## config.mk

```make
export PLATFORM = sky130hd
export DESIGN_NAME = dbank_dma
export DESIGN_NICKNAME = d
export VERILOG_FILES = /design/src/rtl/dbank_dma.sv
export SDC_FILE = /design/constraint.sdc
export NUM_CORES = 1
export LEC_CHECK = 0
export CAP_MARGIN = 40
export CORE_ASPECT_RATIO = 0.9
export CORE_UTILIZATION = 43
export DETAILED_ROUTE_END_ITERATION = 12
export PLACE_DENSITY = 0.79
export SYNTH_ARGS = -nofsm -noshare
export SYNTH_HDL_FRONTEND = slang
export SYNTH_SLANG_ARGS = --single-unit
```

## constraint.sdc

```tcl
create_clock -name clk -period 3.4 [get_ports clk]
set_input_delay 0.34 -clock clk [delete_from_list [all_inputs] [get_ports clk]]
set_output_delay 0.34 -clock clk [all_outputs]
set_load 0.1 [all_outputs]
```

## src/rtl/dbank_dma.sv

```systemverilog
// dbank_dma: burst DMA between host streams and the dbank external port with bank swap; define DBANK_DMA_BOUND_EN to reject bursts that run past the top address
module dbank_dma #(
  parameter int DATA_W = 32,
  parameter int EXA_W  = 14,
  parameter int LEN_W  = 10
) (
  input  logic              clk,
  input  logic              rst_n,
  input  logic              i_req,
  input  logic              i_dir,
  input  logic [EXA_W-1:0]  i_addr,
  input  logic [LEN_W-1:0]  i_len,
  output logic              o_ack,
  input  logic              i_wvalid,
  input  logic [DATA_W-1:0] i_wdata,
  output logic              o_wready,
  output logic              o_rvalid,
  output logic [DATA_W-1:0] o_rdata,
  input  logic              i_rready,
  output logic [EXA_W-1:0]  o_exa,
  output logic [DATA_W-1:0] o_exwd,
  output logic              o_exwe,
  output logic              o_exre,
  input  logic [DATA_W-1:0] i_exrd,
  input  logic              i_swap_req,
  output logic              o_swap_ack,
  output logic              o_cbank,
  output logic              o_busy,
  output logic              o_err
);
  typedef enum logic [2:0] {IDLE, WR, RD, DRAIN, SWAP} state_t;
  state_t state, state_nx;
  logic [EXA_W-1:0] addr;
  logic [LEN_W-1:0] cnt;
  logic [DATA_W-1:0] buf_q [2];
  logic wp, rp, infl, cbank;
  logic [1:0] occ;
  logic start, oob, pop, issue, wr_xfer;
  assign start = rst_n && state == IDLE && i_req && !i_swap_req;
`ifdef DBANK_DMA_BOUND_EN
  localparam int SW = (EXA_W > LEN_W ? EXA_W : LEN_W) + 2;
  assign oob = (SW'(i_addr) + SW'(i_len)) > (SW'(1) << EXA_W);
`else
  assign oob = 1'b0;
`endif
  assign wr_xfer = state == WR && i_wvalid;
  assign o_rvalid = occ != 2'd0;
  assign pop = o_rvalid && i_rready;
  // a slot popped this cycle is free for the word requested now, keeping reads at one per cycle
  assign issue = state == RD && (3'(occ) - 3'(pop) + 3'(infl)) < 3'd2;
  assign o_ack = start;
  assign o_err = start && oob;
  assign o_wready = state == WR;
  assign o_exwe = wr_xfer;
  assign o_exre = issue;
  assign o_exa = addr;
  assign o_exwd = wr_xfer ? i_wdata : '0;
  assign o_rdata = buf_q[rp];
  assign o_swap_ack = state == SWAP;
  assign o_cbank = cbank;
  assign o_busy = state != IDLE;
  always_comb begin
    state_nx = state;
    case (state)
      IDLE:    state_nx = i_swap_req ? SWAP : (start && i_len != '0 && !oob) ? (i_dir ? RD : WR) : IDLE;
      WR:      state_nx = (wr_xfer && cnt == LEN_W'(1)) ? IDLE : WR;
      RD:      state_nx = (issue && cnt == LEN_W'(1)) ? DRAIN : RD;
      DRAIN:   state_nx = (occ == 2'd0 && !infl) ? IDLE : DRAIN;
      default: state_nx = IDLE;
    endcase
  end
  always_ff @(posedge clk or negedge rst_n) begin
    if (!rst_n) begin
      state <= IDLE;
      addr <= '0;
      cnt <= '0;
      wp <= 1'b0;
      rp <= 1'b0;
      occ <= 2'd0;
      infl <= 1'b0;
      cbank <= 1'b0;
    end else begin
      state <= state_nx;
      if (start) begin
        addr <= i_addr;
        cnt <= i_len;
      end else if (wr_xfer || issue) begin
        addr <= addr + EXA_W'(1);
        cnt <= cnt - LEN_W'(1);
      end
      infl <= issue;
      if (infl) wp <= ~wp;
      if (pop) rp <= ~rp;
      occ <= occ + {1'b0, infl} - {1'b0, pop};
      if (state == IDLE && i_swap_req) cbank <= ~cbank;
    end
  end
  always_ff @(posedge clk)
    if (infl) buf_q[wp] <= i_exrd;
endmodule

```

# --- Yosys cells after proc, flatten, opt, wreduce, memory -nomap -nowiden ---
# Memory sizes are Yosys's and may differ from the RTL's.
# Cells that the tools add are included.
totals:
  register_bits: 33
  latch_bits: 0
  ramBits: 64
  mem_bits_ro: 0
  inputBits: 95
  elab_cells: 58
  memories: 1
mem_list:
  columns: ["memory", "depth", "word_bits", "read_ports", "rd_ports_with_merged_regs", "write_ports", "line_no", "rtl"]
  rows:
  - ["buf_q", 2, 32, 1, 0, 1, "35", "logic [DATA_W-1:0] buf_q [2];"]
classes:
  addsub: 6
  mul: 0
  div_mod_pow: 0
  order_cmp: 1
  n_eq_ne: 5
  shifts: 0
  n_mux: 14
  n_bitwise: 3
  reduce_logical: 20
ops:
  columns: ["op", "n"]
  rows:
  - ["$mux W32", 1]
  - ["$mux W14", 2]
  - ["$mux W10", 2]
  - ["$add A14 B1 Y14 const B", 1]
  - ["$pmux W3 S4", 1]
  - ["$logic_and A1 B1 Y1", 11]
  - ["$eq A10 B1 Y1 const B", 1]
  - ["$reduce_bool A10 Y1", 1]
  - ["$sub A10 B1 Y10 const B", 1]
  - ["$eq A3 B2 Y1 const B", 2]
  - ["$mux W2", 3]
  - ["$mux W1", 4]
  - ["$reduce_bool A2 Y1", 2]
  - ["$add A3 B1 Y3", 1]
  - ["$eq A3 B1 Y1 const B", 1]
  - ["$eq A3 B3 Y1 const B", 1]
  - ["$logic_not A3 Y1", 1]
  - ["$lt A3 B2 Y1 const B", 1]
  - ["$mux W3", 1]
  - ["$not A1 Y1", 3]
  - ["$reduce_bool A3 Y1", 1]
  - ["$sub A2 B1 Y3", 1]
  - ["$add A2 B1 Y2", 1]
  - ["$logic_not A1 Y1", 2]
  - ["3 further kinds", 3]

# --- Logic depth before layout (Yosys ltp) ---
depth:
  ltp_word: 9
  depth_mapped: 13
  depth_no_buf: 12

# --- Worst setup path before layout ---
# OpenSTA, ideal clock, no wires.
synth_timing:
  path_kind: "flip-flop to flip-flop"
  startpoint: "register occ[1]"
  endpoint: "register state[0]"
  setup_time_ps: 64
  arrival_time_ps: 4646
  path_slack_ps: -1310
  stages_incl_launch_ff: 12
  n_path_buf: 0
  period_less_slack_ps: 4710
  cell_sequence: "dfrtp_1 > inv_1 > nand2_1 > and2_1 > ha_1 > inv_1 > ha_1 > fa_1 > or4b_4 > nor2_1 > nor4b_1 > or4_1"
synth_via:
  elab_chain_len: 9
synth_lines:
  columns: ["element", "line_no", "rtl"]
  rows:
  - ["start: declaration", "37", "logic [1:0] occ;"]
  - ["start signal: assignment", "94", "occ <= occ + {1'b0, infl} - {1'b0, pop};"]
  - ["$reduce_bool A2 Y1", "47", "assign o_rvalid = occ != 2'd0;"]
  - ["named net o_rvalid", "17", "output logic o_rvalid,"]
  - ["$logic_and A1 B1 Y1", "48", "assign pop = o_rvalid && i_rready;"]
  - ["named net pop", "38", "logic start, oob, pop, issue, wr_xfer;"]
  - ["$sub A2 B1 Y3", "50", "assign issue = state == RD && (3'(occ) - 3'(pop) + 3'(infl)) < 3'd2;"]
  - ["$add A3 B1 Y3", "50", null]
  - ["$lt A3 B2 Y1", "50", null]
  - ["$logic_and A1 B1 Y1", "50", null]
  - ["named net o_exre", "23", "output logic o_exre,"]
  - ["$logic_and A1 B1 Y1", "67", "RD: state_nx = (issue && cnt == LEN_W'(1)) ? DRAIN : RD;"]
  - ["$mux W1", "67", null]
  - ["$pmux W3 S4", "64", "case (state)"]
  - ["named net state_nx[0]", "32", "state_t state, state_nx;"]
  - ["end signal: assignment", "83", "state <= state_nx;"]
  - ["end: declaration", "32", null]
# The timed path passes the listed nets, and every way through them passes these cells.
# A chain may end at the register's enable or synchronous reset.

# --- Final worst setup path ---
layout_timing:
  startpoint: "register occ[1]"
  endpoint: "output port o_exre"
layout_via:
  elab_chain_len: 6
layout_lines:
  columns: ["element", "line_no"]
  rows:
  - ["$reduce_bool A2 Y1", "47"]
  - ["$logic_and A1 B1 Y1", "48"]
  - ["named net pop", "38"]
  - ["$sub A2 B1 Y3", "50"]
  - ["$add A3 B1 Y3", "50"]
  - ["$lt A3 B2 Y1", "50"]
  - ["$logic_and A1 B1 Y1", "50"]
  - ["end: declaration", "23"]
# The timed path passes the listed nets, and every way through them passes these cells.

==> flow_metrics.tcl <==
set metrics [dict create \
    setup_viol 0 \
    power.leakage_uw 0.00264 \
    grt_max_degree 35 \
    worstHoldPathType "input port to asynchronous set/reset pin" \
    tightest_slew_ps 830 \
    pwr-share-seq_pct 27.0 \
    drt_iter0_drc 118 \
    synth_most_common_cell "edfxtp_1" \
    root_buffer "clkbuf_8" \
    drv_cap 0 \
    syn_area_per_cell_um2 12.9 \
    rsz0062_at_grt "no" \
    grt_usage_pct 18.8 \
    regToRegStartpoint "occ[1]$_DFF_PN0_" \
    status "complete, no violations" \
    yosysTopAreaCellShare_pct 44.3 \
    swShare_pct 52.6 \
    h-tree-depth 3 \
    slowest_stage "or4b_4" \
    synth_area_leaders "edfxtp_1 (44%), dfrtp_1 (19%), mux2_2 (8.3%)" \
    critPathTopFamily "simple AND/OR/NAND/NOR gates" \
    worst_slack_ps 134 \
    core.rowCount 34 \
    p_int_uw 3030 \
    worstSetupEndpointType "output port" \
    dr.pass1.iters 4 \
    synth_cell_type_count 40 \
    wl_per_cell_um 14.8 \
    slowest_delay_ps 540 \
    synth_ff_type "edfxtp_1" \
    cp.buffers_inverters 3 \
    area_growth_pct 53.6 \
    period_needed_ps 3270 \
    hold_viol 0 \
    initial_core_util_pct 44.6 \
    routed_wl_um 9900 \
    synth_common_cells "edfxtp_1 (64), and2_1 (35), dfrtp_1 (33), mux2_2 (32), nand2_1 (25)" \
    cts-resized-gates 0 \
    r2r-end "cnt[7]$_DFFE_PN0P_" \
    power_uw 6390 \
    yosysWarnings 0 \
    synth_edf_count 64 \
    syn_nets 437 \
    routed_via_density 4.87 \
    cts.path.max_buffers 2 \
    clock-sinks 97 \
    insertion_delay_ps 350 \
    fin_util_pct 68.5 \
    gr-total-overflow 0 \
    netlist_instances 336 \
    core_area_mm2 0.00974 \
    cp_cell_sequence "inv_2 > nand2_4 > and2_1 > ha_1 > inv_1 > ha_1 > fa_1 > or4b_4 > nor2_4 > buf_12" \
    numCtsBuffers 9 \
    vdd_ir_drop_max_v 0.000980 \
    finalClockSkew_ps 8.92 \
    cp.arrival_ps 2930 \
    io_pins 182 \
    grt_pass1_wl_um 15400 \
    fmax_mhz 306 \
    grt_pass1_vias 3198 \
    synth_area_mm2 0.00434 \
    drive_above_1_share_pct 27.2 \
    max_slew_margin_pct 44.7 \
    remaining_drc_errors 0 \
    yosysTopAreaCell "edfxtp_1" \
    io_buffer_count 180 \
    clk_pin_slew_worst_paths_ps 100 \
    cts_setup_buffers 0 \
    async_flop_share_pct 34.0 \
    die_h_um 97.3 \
    switching_power_uw 3360 \
    cts_tree "done" \
    dpl.hpwl_um 7230 \
    startpoint_type "register" \
    die_area_mm2 0.0105 \
    hold_buffers 0 \
    crit_fanout 3 \
    drv_slew 0 \
    antenna_found_initial 0 \
    clockPowerShare_pct 11.0 \
    ant_nets 0 \
    antenna_cells 0 \
    crit_type "register to output port" \
    num_vias 3263 \
    crit_top_cell "ha_1" \
    preCtsSetupSlack_ps -48.7 \
    fp.dieW_um 108 \
    reg2reg_depth 12 \
    seq_area_frac_synth_pct 63.3 \
    routabilityCongestion 0.786 \
    p_per_area_mw_per_mm2 958 \
    tns_ps 0 \
    timing.final.crit_share_pct 96.1 \
    p_comb_share_pct 62.0 \
    ys_seq_elements 97 \
    ff2ff_setup_slack_ps 170 \
    cp.required_ps 3060 \
    layout.nets 640 \
]
registers in the layout, summed over array words and instances, names as in the netlist:
| name | count |
|---|---|
| wp | 1 |
| o_exa | 14 |
| occ | 2 |
| infl | 1 |
| buf_q | 64 |
| cnt | 10 |
| rp | 1 |
| state | 3 |
| o_cbank | 1 |
per-stage QoR:
stage	std cells	cell area [um^2]	hold WS, ps
after floorplan	336	4360	44.4
after global placement	635	6170	458
after detailed placement	654	6470	458
after CTS	670	6660	416
after global routing	670	6670	458
final	670	6670	420
final cells by class:
class / count / area [um^2]
clock inverters: 6 / 58.8
well taps: 126 / 158
inverters: 11 / 41.3
repair buffers: 206 / 2020
multi-input cells: 214 / 1520
flip-flops and latches: 97 / 2750
clock buffers: 10 / 128
fillers: 700 / 3070
metal layers:
layer | wire, um | global-route usage [%]
met1 | 4260 | 25.1
met5 | 0 | 0
met3 | 640 | 4.09
met2 | 4900 | 31.0
met4 | 99 | 5.16
worst max-delay path by stage:
stage	end	cells after the start	startpoint
after floorplan	state[0]$_DFF_PN0_	11	occ[1]$_DFF_PN0_
after global placement	o_exa[6]$_DFFE_PN0P_	12	i_rready
after detailed placement	o_exa[10]$_DFFE_PN0P_	12	i_rready
after CTS	o_exre	10	occ[1]$_DFF_PN0_
after global routing	o_exre	10	occ[1]$_DFF_PN0_
final	o_exre	10	occ[1]$_DFF_PN0_
cells by family after synthesis:
family                     after synthesis  share of synthesized area (%)
and+or+nand+nor                        122                           15.2
DFF                                     97                           63.3
muxes                                   33                           8.53
AOI/OAI and AO/OA                       30                           4.24
buffers and inverters                   25                           2.31
xor gates and xnor gates                22                           4.44
adders and majority gates                6                           1.90
other                                    1                         0.0864
power groups by stage:
stage | registers (uW) | logic (uW) | clock network, uW
6_report | 1720 | 3960 | 702
5_1_grt | 1760 | 4110 | 773
4_1_cts | 1720 | 3980 | 729
3_5_place_dp | 1740 | 3970 | 0
3_3_place_gp | 1730 | 3540 | 0
2_1_floorplan | 2330 | 2220 | 0
layout by cell type, fill, tap and decap left out, drive strengths merged, types with 8 or more instances in the layout:
cell	count
dfrtp	33
and2	35
buf	94
mux2	32
edfxtp	64
nand2	25
inv	14
xor2	19
clkbuf	10
o21ai	13
clkdlybuf4s50	112
a21oi	8
nand3	12
nor2	21
Power figures use the tool's default switching activity.
==> patch (same flow settings) <==
The 5 states of `state_t` get a one-hot encoding in 5 bits.
--- a/src/rtl/dbank_dma.sv
+++ b/src/rtl/dbank_dma.sv
@@ -28,7 +28,7 @@
   output logic              o_busy,
   output logic              o_err
 );
-  typedef enum logic [2:0] {IDLE, WR, RD, DRAIN, SWAP} state_t;
+  typedef enum logic [4:0] {IDLE = 5'b00001, WR = 5'b00010, RD = 5'b00100, DRAIN = 5'b01000, SWAP = 5'b10000} state_t;
   state_t state, state_nx;
   logic [EXA_W-1:0] addr;
   logic [LEN_W-1:0] cnt;
Check against the original RTL: no difference found for any inputs over 10 cycles, from zero or initial values and one cycle with rst_n low; not proved beyond that.
==> patch against the unedited design <==
Sequential cell count grew 2; sequential share of layout area shrank 3.5 points; first-iteration DRC count grew to 2.7 times the old value; routed wire length grew 20%; non-clock buffer count grew 6; total power shrank 6.2%; critical path depth is the same; synthesized cell count grew 7.7%; setup slack lost 0.015 ns; design area grew 11%; area after synthesis grew 5.6%; count of clock-buffer cells in the layout shrank 1.
==> patch: results (changes against the unedited design) <==
dpl.cell_count: 687  # +5.0%
synth_compound_area_share_pct: 9.36  # +5.1 points
status: "finished clean"
clk_pin_slew_ns: 0.07  # -0.03 ns
final_cells: 703  # +4.9%
crit_arrival_ns: 2.94  # about the same
dp_slack_ns: -0.0166  # +0.0322 ns
min_path_type: "reg2reg"
clk_latency_ns: 0.33  # -0.02 ns
grt_pass1_vias: 3783  # +18%
drt-total-wl_microns: 11900  # +20%
drtIter0Drc: 319  # +170%
place.gp.congestion: 0.931  # +18%
slew_headroom_pct: 51.1  # +6.4 points
hold_slack_ns: 0.474  # +0.0541 ns
synth_fa_ha_area_share_pct: 1.80  # -0.10 points
synth_common_cells: "64 x edfxtp_1, 36 x and2_1, 34 x dfrtp_1, 32 x mux2_2, 24 x nand2_1"
hpwl_microns: 8790  # +22%
ys_top_cells_by_area: "edfxtp_1 42%, dfrtp_1 19%, mux2_2 7.9%"
nNetsFinal: 670  # +4.7%
dr.pass1.iters: 5  # +1
grt_first_pass_wirelength_microns: 18800  # +23%
async_flop_share_pct: 35.4  # +1.3 points
viasPerCell: 5.31  # +9.1%
synth_nets: 463  # +5.9%
synth_mux_area_share_pct: 7.86  # -0.67 points
p_leak_nw: 2.93  # +11%
clockRootBuffer: "clkbuf_16"
critPathMaxFanout: 7  # +4
reg2reg_to: "cnt[5]"
yosysUniqueCellTypes: 55  # +38%
## patch: changes by cell type after synthesis, sizes merged, moves of 4 or more
cell,change
a221o,+6
inv,+7
xor2,-14
a32oi,+5
nand3,-6
nand4,-4
a21oi,+5
and3,+5
nor3,+5
## patch: worst max-delay path, cell delays in order, from the launching register on
cell      delay [ns]
dfrtp_1         0.40
inv_1           0.14
nand2_4         0.07
and2_1          0.18
ha_1            0.27
inv_1           0.04
ha_1            0.18
fa_1            0.48
or4_4           0.58
clkinv_8        0.09
buf_12          0.17
## patch: final cells by class
| type | instances | area, sq um |
|---|---|---|
| inverters | 18 | 80.1 |
| clock inverters | 7 | 61.3 |
| well taps | 129 | 161 |
| fillers | 647 | 2870 |
| repair buffers | 212 | 2460 |
| multi-input cells | 229 | 1630 |
| clock buffers | 9 | 225 |
| flip-flops and latches | 99 | 2800 |
## patch: timing repair
action / 4_1_cts / 5_1_grt
hold endpoints to repair: 0 / 0
resized for setup: 1 / 0
endpoints found under the setup margin: 1 / 0
## patch: metal layers
metal	up-vias	track usage, %	share of wire, %
met1	1792	27.4	41
li1	1751	-	-
met5	-	0	0
met4	0	5.85	0.62
met3	6	5.86	8.3
met2	187	36.3	50
## patch: worst max-delay path by stage
stage	cells after the start	slack [ns]	endpoint
after floorplan	14	-0.02	o_exa[3]
after global placement	12	0.03	cnt[5]
after detailed placement	12	-0.02	cnt[5]
after CTS	11	0.1	o_exre
after global routing	11	0.003	o_exre
final	10	0.12	o_exre
## patch: power breakdown
group          internal [mW]  leakage (nW)  total, mW  switching [mW]
Clock                  0.511         0.140      0.973           0.463
Sequential              1.47          1.00       1.70           0.224
Combinational           1.11          1.79       3.33            2.21
Total                   3.10          2.93       6.00            2.90
